--- src/rtl/timestamp_capture_unit_pkg.sv ---
// Shared definitions for the timestamp capture unit: defaults, counter update
// sources and helpers for indexing the packed per-channel capture bus.
package timestamp_capture_unit_pkg;

    localparam int unsigned TIMESTAMP_WIDTH_DEFAULT = 64;

    typedef enum logic [1:0] {
        UPD_HOLD,
        UPD_TICK,
        UPD_LOAD,
        UPD_CLEAR
    } upd_e;

    function automatic int unsigned chan_idx_width(input int unsigned n);
        return (n <= 1) ? 1 : $clog2(n);
    endfunction

    // Low bit of channel ch within a packed bus of w-bit slices.
    function automatic int unsigned slice_lo(input int unsigned ch, input int unsigned w);
        return ch * w;
    endfunction

endpackage

--- src/rtl/timestamp_capture_unit_channel.sv ---
// One capture channel: rising-edge detect, capture register, valid/ready
// output stage and sticky overflow flag.
module timestamp_capture_channel
    import timestamp_capture_unit_pkg::*;
#(
    parameter int unsigned TIMESTAMP_WIDTH = TIMESTAMP_WIDTH_DEFAULT
) (
    input  logic                       clk,
    input  logic                       resetn,
    input  logic [TIMESTAMP_WIDTH-1:0] timestamp,
    input  logic                       event_in,
    output logic [TIMESTAMP_WIDTH-1:0] cap_data,
    output logic                       cap_valid,
    input  logic                       cap_ready,
    output logic                       cap_overflow,
    input  logic                       ovf_clear
);

    logic event_q;
    logic armed;
    logic rise;
    logic drop;

    // armed stays low for the first cycle after reset so a level already
    // high at release is absorbed into event_q without capturing.
    assign rise = event_in && !event_q && armed;
    assign drop = rise && cap_valid && !cap_ready;

    always_ff @(posedge clk) begin
        if (!resetn) begin
            event_q      <= 1'b0;
            armed        <= 1'b0;
            cap_data     <= '0;
            cap_valid    <= 1'b0;
            cap_overflow <= 1'b0;
        end else begin
            event_q <= event_in;
            armed   <= 1'b1;

            if (rise) begin
                if (!cap_valid || cap_ready) begin
                    cap_data  <= timestamp;
                    cap_valid <= 1'b1;
                end
            end else if (cap_ready) begin
                cap_valid <= 1'b0;
            end

            if (drop) begin
                cap_overflow <= 1'b1;
            end else if (ovf_clear) begin
                cap_overflow <= 1'b0;
            end
        end
    end

endmodule

--- src/rtl/timestamp_capture_unit.sv ---
// Free-running prescaled timestamp counter with run/hold, clear and preload,
// feeding N independent event-capture channels.
module timestamp_capture_unit
    import timestamp_capture_unit_pkg::*;
#(
    parameter int unsigned TIMESTAMP_WIDTH = TIMESTAMP_WIDTH_DEFAULT,
    parameter int unsigned N_CHANNELS      = 4,
    parameter int unsigned PRESCALE        = 1,
    parameter int unsigned PRESCALE_WIDTH  = 16
) (
    input  logic                                  clk,
    input  logic                                  resetn,
    input  logic                                  run,
    input  logic                                  clear,
    input  logic                                  load,
    input  logic [TIMESTAMP_WIDTH-1:0]            load_value,
    output logic [TIMESTAMP_WIDTH-1:0]            timestamp,
    output logic                                  wrap,
    input  logic [N_CHANNELS-1:0]                 event_in,
    output logic [N_CHANNELS*TIMESTAMP_WIDTH-1:0] cap_data,
    output logic [N_CHANNELS-1:0]                 cap_valid,
    input  logic [N_CHANNELS-1:0]                 cap_ready,
    output logic [N_CHANNELS-1:0]                 cap_overflow,
    input  logic [N_CHANNELS-1:0]                 ovf_clear
);

    logic [PRESCALE_WIDTH-1:0] pcnt;
    logic                      tick;
    upd_e                      upd;

    assign tick = run && (pcnt == PRESCALE_WIDTH'(PRESCALE - 1));

    always_comb begin
        upd = UPD_HOLD;
        if (clear) begin
            upd = UPD_CLEAR;
        end else if (load) begin
            upd = UPD_LOAD;
        end else if (tick) begin
            upd = UPD_TICK;
        end
    end

    always_ff @(posedge clk) begin
        if (!resetn) begin
            timestamp <= '0;
            pcnt      <= '0;
            wrap      <= 1'b0;
        end else begin
            // Prescaler restarts on anything that breaks a continuous run.
            if (clear || load || !run || tick) begin
                pcnt <= '0;
            end else begin
                pcnt <= pcnt + PRESCALE_WIDTH'(1);
            end

            wrap <= (upd == UPD_TICK) && (&timestamp);

            case (upd)
                UPD_CLEAR: timestamp <= '0;
                UPD_LOAD:  timestamp <= load_value;
                UPD_TICK:  timestamp <= timestamp + TIMESTAMP_WIDTH'(1);
                default:   timestamp <= timestamp;
            endcase
        end
    end

    for (genvar i = 0; i < N_CHANNELS; i++) begin : g_chan
        timestamp_capture_channel #(
            .TIMESTAMP_WIDTH(TIMESTAMP_WIDTH)
        ) u_chan (
            .clk         (clk),
            .resetn      (resetn),
            .timestamp   (timestamp),
            .event_in    (event_in[i]),
            .cap_data    (cap_data[slice_lo(i, TIMESTAMP_WIDTH) +: TIMESTAMP_WIDTH]),
            .cap_valid   (cap_valid[i]),
            .cap_ready   (cap_ready[i]),
            .cap_overflow(cap_overflow[i]),
            .ovf_clear   (ovf_clear[i])
        );
    end

endmodule

--- config.mk ---
export PLATFORM = sky130hd
export DESIGN_NAME = timestamp_capture_unit
export DESIGN_NICKNAME = d
export VERILOG_FILES = /design/src/rtl/timestamp_capture_unit_pkg.sv /design/src/rtl/timestamp_capture_unit_channel.sv /design/src/rtl/timestamp_capture_unit.sv
export SDC_FILE = /design/constraint.sdc
export NUM_CORES = 1
export LEC_CHECK = 0
export BUFFER_PORTS_ARGS = -buffer_cell sky130_fd_sc_hd__clkbuf_2
export CELL_PAD_IN_SITES_DETAIL_PLACEMENT = 0
export CELL_PAD_IN_SITES_GLOBAL_PLACEMENT = 2
export CORE_MARGIN = 8
export CORE_UTILIZATION = 27
export CTS_BUF_LIST = sky130_fd_sc_hd__clkbuf_2
export DETAILED_ROUTE_END_ITERATION = 7
export HOLD_SLACK_MARGIN = 0.06
export PLACE_DENSITY_LB_ADDON = 0.1
export SYNTH_ARGS = -nofsm -noshare
export SYNTH_HDL_FRONTEND = slang
export SYNTH_SLANG_ARGS = --single-unit
export TNS_END_PERCENT = 10
--- constraint.sdc ---
create_clock -name clk -period 2.4 [get_ports clk]
set_clock_uncertainty 0.05 [all_clocks]
set_input_delay 0.24 -clock clk [delete_from_list [all_inputs] [get_ports clk]]
set_output_delay 0.24 -clock clk [all_outputs]
set_load 0.05 [all_outputs]
After elaboration in Yosys (flattened, before gate mapping)

Index checks and enable logic that the tools add are counted.

Register bits after elaboration: 350
Latch bits: 0
RAM bits: 0
Memory bits (read-only): 0
Input port bits: 81
Output and inout port bits: 329
Memories kept: 0

$add $sub $neg: 2
$mul: 0
Div/mod/pow operators: 0
$lt $le $gt $ge: 0
Eq/ne operators: 7
Shifts and indexed selects: 0
Mux-type cells: 25
Bitwise gates (word level): 1
Reduce and logical (&&, ||, !) cells: 58

Operators by type and width:

| cell                  | count |
|---|---|
| $pmux 64 s3           | 1 |
| $add 64x1->64 const B | 1 |
| $reduce_and 64->1     | 1 |
| $mux 1                | 22 |
| $logic_and 1x1->1     | 18 |
| $add 16x1->16 const B | 1 |
| $logic_not 16->1      | 1 |
| $reduce_and 2->1      | 8 |
| $reduce_bool 2->1     | 8 |
| $logic_not 1->1       | 13 |
| $ne 2x2->1 const B    | 4 |
| $logic_or 1x1->1      | 7 |
| $eq 2x2->1 const B    | 2 |
| $mux 2                | 2 |
| $reduce_bool 3->1     | 1 |
| $eq 2x1->1 const B    | 1 |
| $reduce_or 2->1       | 1 |
| $not 1->1             | 1 |

Depth between registers and ports, before layout

Gate-level depths: netlist of the first run.

Word-level depth: 7
Depth in mapped cells: 11

Modules after synthesis

Synthesis of the first run repeated with hierarchy kept, for this count alone.

Cell total of the unflattened synthesis: 1812
Area, all modules: 15947.8 µm²

By module, submodules not included:

| module                    | times used | cells each | area each (µm²) |
|---|---|---|---|
| timestamp_capture_channel | 4          | 290        | 2770.2 |
| timestamp_capture_unit    | 1          | 652        | 4867.2 |

Least setup slack after synthesis of the first run

Ideal clock, no wire load.

Kind: register -> register
Start: register timestamp[0]
End: register timestamp[56]
Setup time: 0.070 ns
Arrival: 2.529 ns
Data required time: 2.280 ns
Setup slack: -0.250 ns
Stages on the path, launching flop included: 9
Buffers on the path: 2
Period minus slack after synthesis: 2.650 ns
Cell sequence: dfxtp_1 > ha_1 > and3_1 > clkbuf_2 > and4_1 > buf_2 > nand4_2 > or4_1 > a21oi_1

Word-level cells in the longest chain between the ends: 2

RTL lines:

| element                  | RTL line                     | text |
|---|---|---|
| start: declaration       | timestamp_capture_unit.sv:17 | `output logic [TIMESTAMP_WIDTH-1:0] timestamp,` |
| start signal: assignment | timestamp_capture_unit.sv:61 | `UPD_LOAD: timestamp <= load_value;` |
| start signal: assignment | timestamp_capture_unit.sv:62 | `UPD_TICK: timestamp <= timestamp + TIMESTAMP_WIDTH'(1);` |
| start signal: assignment | timestamp_capture_unit.sv:63 | `default: timestamp <= timestamp;` |
| $add 64x1->64            | timestamp_capture_unit.sv:62 |  |
| $pmux 64 s3              | timestamp_capture_unit.sv:59 | `case (upd)` |

No other way between the ends.
A chain may end at the register's enable or synchronous reset.

Worst setup path after layout of the first run

Start: input port clear
End: register timestamp[56]

Word-level cells in the longest chain between the ends: 3

RTL lines:

| element                                          | RTL line                     | text |
|---|---|---|
| start: declaration                               | timestamp_capture_unit.sv:14 | `input logic clear,` |
| $mux 2 (*)                                       | timestamp_capture_unit.sv:35 | `if (clear) begin` |
| $eq 2x1->1 or $eq 2x2->1 (tied branches)         | timestamp_capture_unit.sv:59 |  |
| $pmux 64 s3 or $reduce_bool 3->1 (tied branches) | -                            |  |

Every way passes the cells marked *; elsewhere a longest branch is shown, timed or not.

==> impl_metrics.toml, run 1 <==
[worst_setup_path]
crit_path_end_kind = "flip-flop"
critical_path_class = "in2reg"
cp-start-kind = "input pin"
critPathMostFrequentCell = "dlygate4sd3_1"
cp_max_fo = 17
cp.arrival_ns = 3.31
crit_path_max_incr_delay_ns = 0.60
required_ns = 3.34
crit_chain = "dlygate4sd3_1 > clkbuf_2 > or2_2 > dlygate4sd3_1 > buf_6 > nor2_1 > a21oi_1 > dlygate4sd3_1 > or4_1 > a21oi_1"
cpMaxStageDelayCell = "dlygate4sd3_1"

[layout]
syn_to_final_growth_pct = 47.8
fillerInstances = 5637
layout.nets = 2631
fin_util = 0.400
final_common_cell = "nand2_1"
drive_above_1_share = 0.299
final_cell_mix = "599 x nand2_1, 547 x clkbuf_2, 322 x a21oi_1, 315 x dfxtp_1, 213 x dlygate4sd3_1"

[power_and_ir_drop]
p_total_w = 0.0119
ir_drop_uv = 275
p_per_area_nw_per_um2 = 570
leakagePower_nw = 8.49

[floorplanning]
dieArea_um2 = 59900
die_h_um = 245
die_w_um = 245
rows = 84
coreArea_um2 = 52100
start_util = 0.271
io_pins = 410

[yosys]
synth_edf_count = 0
yosys.area.top_type = "dfxtp_1"
syn_inst = 1854
yosys_warnings = 0
syn_nets = 1938
synth-seq-cells = 350
synth-async-reset-ratio = 0
synth.avg_cell_area_um2 = 7.62
synth_area_leaders = "dfxtp_1 50%, nand2_1 16%, a21oi_1 11%"
synth_flop_cell = "dfxtp_1"
synth.top_cell.area_share = 0.496
ys_seq_area_frac = 0.496
synth_cell_types = 55
synthesis.area_um2 = 14100

[place]
dp_slack_ns = -0.111
portBuffers = 409
gp_congestion = 0.811
dpl.hpwl_um = 45000

[sta]
postLayoutSetupSlackWorst_ns = 0.0363
period_needed_ns = 2.36
finalCritPeriodShare = 0.985
hold_viol_final = 0
relSlewSlack = 0.518
finalSetupViolCount = 0
slew_violations = 0
grt_setup_unrepaired = "true"
worst_slew_pin_slew_ns = 0.722
max_freq_mhz = 423

[clocking]
htreeDepth = 3
root_buffer = "clkbuf_2"
cts_tree = "built"
cts_sinks = 350
cts.clk_slew.worst_paths_ns = 0.09
clk_latency_ns = 1.06
cts.path.max_buffers = 3
cts_made_buffers = 103

[grt]
grt_use_total = 0.212
grt.overflow.total = 0
grt_max_degree = 111
grt_pass1_vias = 15800
grt_pass1_wl_um = 98900
antenna_found_initial = 3

[outcome]
status = "finished clean"

[detailed_routing]
ant_nets = 0
vias = 15600
drc_errors = 0
drt-vias-per-instance = 4.71
first_iter_violations = 773
detail_route.wl_per_cell_um = 19.8
dr.pass1.iters = 5
wirelength_um = 65600

[job]
maxCapViolCount = 0

[min_path]
hold_class = "in2reg"
flip-flops by register name (all words and copies together), names as in the netlist:
| register | cells |
|---|---|
| g_chan.u_chan.event_q | 4 |
| g_chan.u_chan.armed | 1 |
| timestamp | 64 |
| pcnt | 16 |
| wrap | 1 |
| g_chan.u_chan.cap_data | 256 |
| g_chan.u_chan.cap_valid | 4 |
| g_chan.u_chan.cap_overflow | 4 |
power breakdown:
group          switching [W]  total (W)  internal, W
combinational       0.000895    0.00140     0.000503
sequential         0.0000497    0.00592      0.00587
clock                0.00272    0.00457      0.00185
total                0.00367     0.0119      0.00823
cells in the mapped netlist (9+ instances only):
cell,count
a21oi_1,322
a22o_1,9
and2_1,10
and3_1,19
and4_1,11
buf_1,21
buf_2,26
buf_4,10
clkbuf_1,111
dfxtp_1,350
inv_1,15
nand2_1,602
nand2b_1,10
nand3_1,35
nand4_1,26
nor2_1,61
nor3_1,41
nor4_1,13
o21ai_0,42
xnor2_1,23
xor2_1,19
worst paths after layout:
| path | endpoint | cells past startpoint | start | slack, ns |
|---|---|---|---|---|
| setup / recovery | timestamp[56]$_SDFFE_PN0P_ | 10 | clear | 0.04 |
| hold reg to reg | g_chan[0].u_chan.cap_data[23]$_SDFFE_PN0P_ | 2 | g_chan[0].u_chan.cap_data[23]$_SDFFE_PN0P_ | 0.41 |
| setup reg to reg | timestamp[55]$_SDFFE_PN0P_ | 8 | timestamp[24]$_SDFFE_PN0P_ | 0.09 |
| hold / removal | timestamp[49]$_SDFFE_PN0P_ | 5 | load_value[49] | 0.19 |
critical path, delay by kind of cell:
| kind | cells | cell delay [ns] |
|---|---|---|
| AND/OR/NAND/NOR | 3 | 0.78 |
| AO/OA/AOI/OAI | 2 | 0.19 |
| buffers and inverters | 5 | 2.08 |
kinds of logic (layout without fill, tap and decap cells):
group | count (synthesis) | in the layout | synth area share
compound gates | 404 | 404 | 0.153
xor+xnor | 42 | 42 | 0.0260
fa+ha+maj | 3 | 3 | 0.00266
buf+inv | 189 | 963 | 0.0557
flops | 350 | 350 | 0.496
mux | 5 | 5 | 0.00354
other cells | 0 | 4 | 0
simple gates | 861 | 861 | 0.263
metal layers:
layer / part of all wire / track usage / up-vias / routed length [µm]
met2: 0.48 / 0.357 / 464 / 31700
met1: 0.44 / 0.268 / 7477 / 29000
met4: 0.017 / 0.0617 / 0 / 1140
met5: 0 / 0 / - / 0
li1: - / - / 7632 / -
met3: 0.058 / 0.0491 / 75 / 3840
area by class of cell:
| cell class | instances | area, µm² | area share |
|---|---|---|---|
| clock buffer | 158 | 791 | 0.0379 |
| clock inverter | 28 | 140 | 0.00672 |
| inverter | 15 | 63.8 | 0.00306 |
| antenna | 4 | 10.0 | 0.000480 |
| sequential | 350 | 7060 | 0.338 |
| multi-input combinational | 1315 | 6500 | 0.312 |
| tap | 688 | 861 | 0.0412 |
| timing repair buffer | 762 | 5440 | 0.261 |
timing repair:
item,in CTS,in global routing
endpoints found under the setup margin,47,41
hold endpoints to repair,350,0
buffers inserted,0,1
pin swaps,0,1
hold buffers,213,0
resized for setup,38,21
through the flow:
stage | TNS (ns) | area (µm²) | hold WS, ns | instances
2_1_floorplan | -0.0734 | 14200 | 0.218 | 1854
3_3_place_gp | -1.27 | 17600 | 0.389 | 2916
3_5_place_dp | -1.66 | 17600 | 0.390 | 2916
4_1_cts | 0 | 20800 | 0.0636 | 3315
5_1_grt | -0.113 | 20900 | 0.124 | 3317
6_report | 0 | 20900 | 0.189 | 3320
No activity file was read; power rests on OpenSTA's default activity.
==> inputs of run 2 (changes only) <==
Settings changed: CORE_UTILIZATION 27 to 30.
Clock period 2.4 ns to 2.65 ns, I/O delays scaled along.
==> impl_metrics.toml, run 2 (synthesis results as in run 1) <==
[sta]
slew_violations = 0
finalSetupViolCount = 0
max_freq_mhz = 390
finalCritPeriodShare = 0.968
grt_setup_unrepaired = "true"
period_needed_ns = 2.57
relSlewSlack = 0.551
hold_viol_final = 0
worst_slew_pin_slew_ns = 0.674

[floorplanning]
die_h_um = 233
dieArea_um2 = 54300
die_w_um = 233
rows = 79
start_util = 0.303
io_pins = 410
coreArea_um2 = 46600

[grt]
grt_max_degree = 128
grt.overflow.total = 0
antenna_found_initial = 11
grt_pass1_wl_um = 95800
grt_use_total = 0.228
grt_pass1_vias = 15700

[place]
gp_congestion = 0.838
portBuffers = 409
dpl.hpwl_um = 44400

[layout]
final_cell_mix = "602 x nand2_1, 554 x clkbuf_2, 350 x dfxtp_1, 322 x a21oi_1, 227 x dlygate4sd3_1"
syn_to_final_growth_pct = 44.0
fillerInstances = 4906
drive_above_1_share = 0.268
top_register = "g_chan.u_chan.cap_data"
reg.largest.list = "g_chan.u_chan.cap_data: 256 flops, timestamp: 64 flops, pcnt: 16 flops"
largest_reg_flops = 256
final_common_cell = "nand2_1"
fin_util = 0.437
layout.nets = 2613

[clocking]
cts_tree = "built"
root_buffer = "clkbuf_2"
cts_sinks = 350
clk_latency_ns = 1.07
cts_made_buffers = 99
cts.path.max_buffers = 3
htreeDepth = 3
cts.clk_slew.worst_paths_ns = 0.09

[worst_setup_path]
crit_path_max_incr_delay_ns = 0.55
cp_max_fo = 16
cp.arrival_ns = 3.45
crit_path_end_kind = "flip-flop"
required_ns = 3.54
crit_chain = "nor4_1 > and4_2 > buf_4 > buf_4 > nand2_1 > mux2i_1 > a21oi_1 > dlygate4sd3_1"
cp-start-kind = "flip-flop"
cpMaxStageDelayCell = "dlygate4sd3_1"
critical_path_class = "reg2reg"
critPathMostFrequentCell = "buf_4"

[min_path]
hold_class = "in2reg"

[detailed_routing]
wirelength_um = 64000
first_iter_violations = 886
detail_route.wl_per_cell_um = 19.9
drc_errors = 0
dr.pass1.iters = 5
ant_nets = 0
drt-vias-per-instance = 4.86
vias = 15600

[power_and_ir_drop]
leakagePower_nw = 8.25
ir_drop_uv = 244
p_total_w = 0.0104
p_per_area_nw_per_um2 = 513

[job]
maxCapViolCount = 0

[outcome]
status = "finished clean"
## run 2: changes by cell type in the layout (fill, tap and decap cells not counted), sizes merged
cell | before | now
buf | 140 | 112
bufinv | 1 | 0
clkbuf | 567 | 554
clkinv | 22 | 23
clkinvlp | 2 | 0
diode | 4 | 9
dlygate4sd3 | 213 | 227
inv | 18 | 16
## run 2: final timing paths
path | start | end | slack, ns | depth (start not counted)
max | pcnt[12]$_SDFF_PP0_ | timestamp[61]$_SDFFE_PN0P_ | 0.08 | 8
min | load_value[9] | timestamp[9]$_SDFFE_PN0P_ | 0.24 | 5
max reg2reg | pcnt[12]$_SDFF_PP0_ | timestamp[61]$_SDFFE_PN0P_ | 0.08 | 8
min reg2reg | g_chan[0].u_chan.cap_data[23]$_SDFFE_PN0P_ | g_chan[0].u_chan.cap_data[23]$_SDFFE_PN0P_ | 0.41 | 2
## run 2: routing by layer
layer  wire length, µm  track usage  vias to the layer above
li1                  -            -                     7578
met1             27300        0.281                     7326
met2             30100        0.376                      544
met3              4460       0.0630                      148
met4              2010       0.0858                        8
met5                46            0                        -
## run 2: layout make-up
class	instances	area, µm²	area share
antenna	9	22.5	0.00111
clock buffer	145	726	0.0357
clock inverter	24	91.3	0.00449
inverter	15	63.8	0.00314
multi-input combinational	1315	6450	0.317
sequential	350	7010	0.345
tap	607	759	0.0374
timing repair buffer	748	5220	0.257
## run 2: stage by stage
stage / hold slack [ns] / area [µm²] / setup TNS (ns) / setup WS, ns / cells
global placement: 0.391 / 17200 / 0 / 0.00512 / 2807
finish: 0.238 / 20300 / 0 / 0.0848 / 3213
CTS: 0.0633 / 20200 / 0 / 0.0380 / 3203
floorplan: 0.243 / 14100 / 0 / 0.000283 / 1854
detailed placement: 0.397 / 17200 / -0.380 / -0.0377 / 2807
global route: 0.0928 / 20300 / -0.0741 / -0.0439 / 3211
## run 2: repair_timing
item | in CTS | in global routing
pin swaps | 0 | 1
setup buffers | 0 | 1
endpoints found under the hold margin | 350 | 0
resized for setup | 1 | 14
setup endpoints to repair | 14 | 13
hold buffers | 227 | 0
## run 2: critical path: cells and delay by family (launching register included)
kind	cells	cell delay [ns]
buffers and inverters	3	0.99
AND/OR/NAND/NOR	3	0.86
flip-flops	1	0.35
multiplexers	1	0.14
AO/OA/AOI/OAI	1	0.10
## run 2: report_power, final
part | internal (W) | switching (W)
clock | 0.00144 | 0.00237
sequential | 0.00532 | 0.0000410
combinational | 0.000451 | 0.000810
==> inputs of run 3 (changes only) <==
Settings changed: RECOVER_POWER from default to 25.
==> impl_metrics.toml, run 3 (synthesis results as in run 1) <==
[outcome]
status = "finished, violations left"
violations = "max-capacitance violations, max-slew violations"

[floorplanning]
start_util = 0.303
rows = 79
coreArea_um2 = 46600
die_w_um = 233
die_h_um = 233
io_pins = 410
dieArea_um2 = 54300

[layout]
final-seq-area_um2 = 7010
top_register = "g_chan.u_chan.cap_data"
syn_to_final_growth_pct = 43.8
drive_above_1_share = 0.268
final_area_um2 = 20300
final_common_cell = "nand2_1"
reg.largest.list = "g_chan.u_chan.cap_data: 256 flops, timestamp: 64 flops, pcnt: 16 flops"
multiInputGateArea_um2 = 6450
final_cell_mix = "602 x nand2_1, 562 x clkbuf_2, 350 x dfxtp_1, 322 x a21oi_1, 227 x dlygate4sd3_1"
layout.nets = 2613
fillerInstances = 4915
layout.cells.non_filler = 3213
largest_reg_flops = 256

[detailed_routing]
drt-vias-per-instance = 4.84
detail_route.wl_per_cell_um = 19.9
ant_nets = 0
dr.pass1.iters = 5
first_iter_violations = 834
vias = 15500
drc_errors = 0
wirelength_um = 64000

[min_path]
hp-start = "load_value[21]"
min_path_cells = 5
holdPathEnd = "timestamp[21]$_SDFFE_PN0P_"
hold_class = "in2reg"

[clocking]
cts_sinks = 350
root_buffer = "clkbuf_2"
cts_tree = "built"
htreeDepth = 3
clk_latency_ns = 1.06
cts.path.max_buffers = 3
cts.clk_slew.worst_paths_ns = 0.09
cts_made_buffers = 99

[worst_setup_path]
crit_chain = "dlygate4sd3_1 > clkbuf_2 > inv_8 > clkbuf_4 > nor2_1 > dlygate4sd3_1"
crit_path_end_kind = "flip-flop"
cp_max_fo = 127
r2r_end = "timestamp[61]$_SDFFE_PN0P_"
required_ns = 3.55
cpMaxStageDelayCell = "clkbuf_4"
cp.arrival_ns = 3.52
critical_path_class = "in2reg"
cp-start-kind = "input pin"
cp_top_family = "buffers and inverters"
crit_path_max_incr_delay_ns = 1.22
rr_worst_depth = 8
reg2reg_from = "pcnt[12]$_SDFF_PP0_"
critPathBufInv = 5
reg2reg_slack_ns = 0.07
critPathMostFrequentCell = "dlygate4sd3_1"

[place]
dp_slack_ns = -0.0377
gp_congestion = 0.838
dpl.hpwl_um = 44400
placed_cells = 2807
placed_area_um2 = 17200
portBuffers = 409

[sta]
grt_setup_unrepaired = "true"
max_freq_mhz = 382
hold_viol_final = 0
relSlewSlack = -0.0677
period_needed_ns = 2.62
worst_slew_pin_slew_ns = 1.60
slew_violations = 128
fin_hold_ws_ns = 0.230
postLayoutSetupSlackWorst_ns = 0.0290
finalCritPeriodShare = 0.989
finalSetupViolCount = 0

[grt]
grt_pass1_vias = 15700
grt_use_total = 0.228
antenna_found_initial = 11
grt.overflow.total = 0
grt.busiest_layer = "met2"
grt_pass1_wl_um = 95800
met2_usage = 0.376
grt_max_degree = 128
gr-usage-met3 = 0.0630
use_met1 = 0.281

[power_and_ir_drop]
ir_drop_uv = 244
p_total_w = 0.0104
leakagePower_nw = 8.24
p_per_area_nw_per_um2 = 513

[job]
maxCapViolCount = 1
-- run 3: changes by cell type in the layout (fill, tap and decap cells not counted), sizes merged --
cell / delta
buf: -9
clkbuf: +9
-- run 3: where the power goes --
part           switching, W  leakage [nW]  internal, W
sequential        0.0000410          2.83      0.00532
clock               0.00237         0.645      0.00144
combinational      0.000810          4.76     0.000445
total               0.00322          8.24      0.00720
-- run 3: layout make-up --
type | count | area share
clock inverter | 24 | 0.00450
timing repair buffer | 748 | 0.255
inverter | 15 | 0.00314
sequential | 350 | 0.345
clock buffer | 145 | 0.0357
antenna | 9 | 0.00111
multi-input combinational | 1315 | 0.318
tap | 607 | 0.0374
-- run 3: metrics by stage --
step | util | TNS (ns)
2_1_floorplan | - | 0
3_3_place_gp | 0.368 | 0
3_5_place_dp | 0.368 | -0.380
4_1_cts | 0.435 | 0
5_1_grt | 0.436 | -0.0741
6_report | 0.436 | 0
-- run 3: layer usage --
metal,vias up,part of all wire
met3,150,0.069
li1,7583,-
met4,8,0.031
met2,515,0.47
met5,-,0.00072
met1,7285,0.43
-- run 3: repair_timing --
item / 4_1_cts / 5_1_grt
hold endpoints to repair: 350 / 0
pin swaps: 0 / 1
buffers inserted: 0 / 1
endpoints found under the setup margin: 14 / 13
gates resized for setup: 1 / 14
hold buffers: 227 / 0
-- run 3: worst max-delay path by stage --
stage | from | endpoint | slack (ns) | cells after the start
after floorplan | timestamp[0]$_SDFFE_PN0P_ | timestamp[56]$_SDFFE_PN0P_ | 0.0003 | 8
final | resetn | g_chan[1].u_chan.cap_overflow$_SDFFE_PN0P_ | 0.03 | 6
after global placement | pcnt[0]$_SDFF_PP0_ | pcnt[1]$_SDFF_PP0_ | 0.005 | 7
after global routing | timestamp[2]$_SDFFE_PN0P_ | timestamp[13]$_SDFFE_PN0P_ | -0.04 | 9
after CTS | pcnt[1]$_SDFF_PP0_ | timestamp[49]$_SDFFE_PN0P_ | 0.04 | 10
after detailed placement | pcnt[0]$_SDFF_PP0_ | pcnt[2]$_SDFF_PP0_ | -0.04 | 7
-- run 3: worst register-to-register path: stages, from the launching register on --
cell and delay, ns:
dfxtp_1 0.35, nor4_1 0.43, and4_2 0.36, buf_4 0.20
buf_4 0.26, nand2_1 0.08, mux2i_1 0.14, a21oi_1 0.10
dlygate4sd3_1 0.56
